[config.mk]
export PLATFORM = sky130hd
export DESIGN_NAME = rca
export DESIGN_NICKNAME = d
export VERILOG_FILES = /design/src/rtl/rca_pkg.sv /design/src/rtl/rca_full_adder.sv /design/src/rtl/rca.sv
export SDC_FILE = /design/constraint.sdc
export NUM_CORES = 1
export LEC_CHECK = 0
export BUFFER_PORTS_ARGS = -buffer_cell sky130_fd_sc_hd__buf_2
export CORE_AREA = 2 2 39 41
export DETAILED_ROUTE_END_ITERATION = 12
export DIE_AREA = 0 0 41 43
export HOLD_SLACK_MARGIN = 0.05
export SKIP_LAST_GASP = 1
export SYNTH_ARGS = -nofsm -noshare
export SYNTH_HDL_FRONTEND = slang
export SYNTH_SLANG_ARGS = --single-unit
[constraint.sdc]
create_clock -name clk -period 6.75 [get_ports clk]
set_input_delay 1.35 -clock clk [delete_from_list [all_inputs] [get_ports clk]]
set_output_delay 1.35 -clock clk [all_outputs]
set_load 0.05 [all_outputs]
[src/rtl/rca_pkg.sv]
// Shared constants and the width legality check for the ripple-carry adder.
package rca_pkg;

  localparam int unsigned RCA_DEFAULT_WIDTH = 4;
  localparam int unsigned RCA_MAX_WIDTH     = 32;

  function automatic bit rca_width_ok(input int unsigned w);
    return (w >= 1) && (w <= RCA_MAX_WIDTH);
  endfunction

endpackage

[src/rtl/rca_full_adder.sv]
// Single-bit full adder; one stage of the ripple chain.
module rca_full_adder (
  input  logic a,
  input  logic b,
  input  logic cin,
  output logic s,
  output logic cout
);

  logic p;

  assign p    = a ^ b;
  assign s    = p ^ cin;
  assign cout = (a & b) | (cin & p);

endmodule

[src/rtl/rca.sv]
// Registered ripple-carry adder: {cout,sum} <= a + b + ci, one cycle latency.
// Define RCA_OVF_EN to add the registered signed-overflow output ovf.
module rca
  import rca_pkg::*;
#(
  parameter int unsigned WIDTH = RCA_DEFAULT_WIDTH
) (
  input  logic             clk,
  input  logic             rst,
  input  logic             in_valid,
  input  logic [WIDTH-1:0] a,
  input  logic [WIDTH-1:0] b,
  input  logic             ci,
  output logic             out_valid,
  output logic [WIDTH-1:0] sum,
  output logic             cout
`ifdef RCA_OVF_EN
  ,
  output logic             ovf
`endif
);

  if (!rca_width_ok(WIDTH)) begin : g_bad_width
    $error("rca: WIDTH out of range 1..32");
  end

  logic [WIDTH:0]   c;
  logic [WIDTH-1:0] s;

  assign c[0] = ci;

  // Carry ripples LSB to MSB through the full-adder chain.
  for (genvar i = 0; i < int'(WIDTH); i++) begin : g_fa
    rca_full_adder u_fa (
      .a    (a[i]),
      .b    (b[i]),
      .cin  (c[i]),
      .s    (s[i]),
      .cout (c[i+1])
    );
  end

  always_ff @(posedge clk) begin
    if (rst) begin
      sum       <= '0;
      cout      <= 1'b0;
      out_valid <= 1'b0;
    end else if (in_valid) begin
      sum       <= s;
      cout      <= c[WIDTH];
      out_valid <= 1'b1;
    end else begin
      out_valid <= 1'b0;
    end
  end

`ifdef RCA_OVF_EN
  // Signed overflow: carry into the sign bit differs from carry out of it.
  always_ff @(posedge clk) begin
    if (rst) begin
      ovf <= 1'b0;
    end else if (in_valid) begin
      ovf <= c[WIDTH] ^ c[WIDTH-1];
    end
  end
`endif

endmodule

==> results_dict.tcl <==
set metrics [dict create \
    p_seq_share_pct 38.7 \
    comb_power_share_pct 29.1 \
    hp-class "reg2reg" \
    critical_path_class "in2reg" \
    tightest_slew_ns 0.2499 \
    viasPerCell 4.016 \
    cts_tree "yes" \
    die-area_sq_mm 0.001763 \
    min_period_ns 3.002 \
    clk_latency_ns 0.24 \
    crit_path_end_kind "flop" \
    worstPathArrival_ns 3.17 \
    dr_total_vias 257 \
    cp_num_buf_inv 4 \
    area_growth_pct 36.05 \
    ys_seq_elements 6 \
    p_sw_share_pct 33.55 \
    synth_area_per_cell_sq_um 11.13 \
    drt.antenna.violating_nets 0 \
    first_global_vias 253 \
    cts_htree_levels 1 \
    num_antenna_cells 0 \
    clkPwrFrac_pct 32.2 \
    clock_path_buffers 2 \
    p_per_area_mw_per_mm2 236.3 \
    grt_usage_pct 8.511 \
    grt_max_degree 10 \
    setup_violations 0 \
    holdBufCountCts 0 \
    cts_sinks 6 \
    final_area_sq_um 439.2 \
    nFillCells 146 \
    antenna_found_initial 0 \
    p_leak_nw 0.2322 \
    min_period_over_period_pct 44.48 \
    row_count 14 \
    power_switching_mw 0.03482 \
    ys_types 9 \
    place_congestion 0.6787 \
    core_area_sq_mm 0.001384 \
    wl_um 584 \
    drive_above_1_share_pct 50.00 \
    maxSlewViolCount 0 \
    die_y_um 43 \
    syn_inst 29 \
    cpMaxStageDelayCell "fa_1" \
    netlist.area_leader.share_pct 37.21 \
    dr.pass1.iters 2 \
    fin_tns_setup_ns 0 \
    cpMostUsedCell "fa_1" \
    ys_seq_area_share_pct 37.21 \
    cts_buffers 3 \
    path_cells "buf_2 -> inv_1 -> fa_1 -> inv_1 -> fa_1 -> fa_1 -> inv_1 -> fa_1 -> a211oi_2" \
    num-nets-final 66 \
    yosysTopAreaCell "dfxtp_1" \
    path_delay_family "adder cells" \
    place.detailed.hpwl_um 475.5 \
    peakVddDrop_uv 90.37 \
    hold_viol 0 \
    finClkSkew_ns 0 \
    grt_pass1_wl_um 952 \
    dpl_cell_area_sq_um 416.7 \
    drtIter0Drc 4 \
    initial_core_util_pct 23.33 \
    required_ns 6.91 \
    synthesis.nets 45 \
    wl_per_cell_um 9.125 \
    relSlewSlack_pct 83.45 \
    fmax_mhz 333.1 \
    cp-start-kind "primary input" \
    synth_area_sq_um 322.8 \
    ctsResizeCount 0 \
    grt_overflow 0 \
    slowest_delay_ns 0.42 \
    cp_max_fo 1 \
    cap_viol_max_count 0 \
    rsz0062_at_grt "no" \
    synth.area.top_cells "dfxtp_1 (37%), fa_1 (25%), a211oi_2 (12%), inv_1 (8.1%), mux2i_1 (6.2%)" \
    status "complete, no violations" \
    power.internal_mw 0.06897 \
    cts_root_buffer "clkbuf_4" \
    die_w_um 41 \
    ys_warn_count 0 \
    io_pins 18 \
    cts_setup_buffers 0 \
    port_buffers 17 \
    clk_pin_slew_ns 0.04 \
    route.detailed.drc 0 \
]
[per-stage QoR]
stage	power, mW	hold WS (ns)	setup slack, ns	utilization (%)	std cells
after floorplan	0.06302	0.7069	3.663	-	29
final	0.1038	0.4857	3.748	31.74	64
after global routing	0.1093	0.5257	3.666	31.74	64
after CTS	0.1060	0.4915	3.736	31.74	64
after global placement	0.07094	0.4728	3.515	30.11	61
after detailed placement	0.07174	0.4782	3.474	30.11	61
[cell usage in the layout, fill, tap and decap left out]
master / Yosys / routed
a211oi_2: 3 / 3
buf_2: 0 / 17
clkbuf_4: 0 / 3
dfxtp_1: 6 / 6
fa_1: 4 / 4
inv_1: 7 / 7
mux2i_1: 2 / 2
nor2_1: 4 / 4
nor2_2: 1 / 1
nor2b_1: 1 / 1
[kinds of logic (layout without fill, tap and decap cells)]
logic type / count (synthesis) / in the layout / synth area share (%)
buffers and inverters: 8 / 27 / 11.63
flip-flops: 6 / 6 / 37.21
AND/OR/NAND/NOR: 6 / 6 / 8.528
adder cells (fa/ha/maj): 4 / 4 / 24.81
AO/OA/AOI/OAI: 3 / 3 / 11.63
multiplexers: 2 / 2 / 6.202
[power by group through the flow]
| stage | Combinational [mW] | Sequential, mW | Clock [mW] |
|---|---|---|---|
| 2_1_floorplan | 0.0110 | 0.0520 | 0 |
| 3_3_place_gp | 0.0303 | 0.0407 | 0 |
| 3_5_place_dp | 0.0310 | 0.0408 | 0 |
| 4_1_cts | 0.0312 | 0.0402 | 0.0347 |
| 5_1_grt | 0.0331 | 0.0405 | 0.0357 |
| 6_report | 0.0302 | 0.0401 | 0.0334 |
[worst paths after layout]
check | depth (start not counted) | slack (ns) | to | startpoint
min | 2 | 0.49 | sum[2] | sum[2]
max reg2reg | 2 | 6.11 | sum[0] | sum[0]
max | 9 | 3.75 | sum[3] | a[0]
min reg2reg | 2 | 0.49 | sum[2] | sum[2]
[final cells by class]
class                           count  area [sq um]  area share (%)
Multi-Input combinational cell     15         165.2           37.61
Sequential cell                     6         120.1           27.35
Timing Repair Buffer               17         85.08           19.37
Inverter                            7         26.28           5.983
Clock buffer                        3         22.52           5.128
Tap cell                           16         20.02           4.558
[cell usage after synthesis]
cell type  n
fa_1       4
dfxtp_1    6
nor2_1     4
mux2i_1    2
a211oi_2   3
nor2_2     1
nor2b_1    1
buf_6      1
inv_1      7
[routing by layer]
layer / wire length (um) / up-vias / track usage (%)
met5: 0 / - / 0
met4: 0 / 0 / 4.000
met3: 56 / 0 / 6.806
met2: 308 / 10 / 12.19
met1: 219 / 122 / 8.609
li1: - / 125 / -
[sequential cells by signal, indices dropped and copies added, names as in the netlist]
signal / cells
sum: 4
cout: 1
out_valid: 1
[worst min-delay path: stages (launching register included)]
cell and delay (ns):
dfxtp_1 0.32, mux2i_1 0.06, nor2_1 0.07
(Power assumes the default switching activity.)
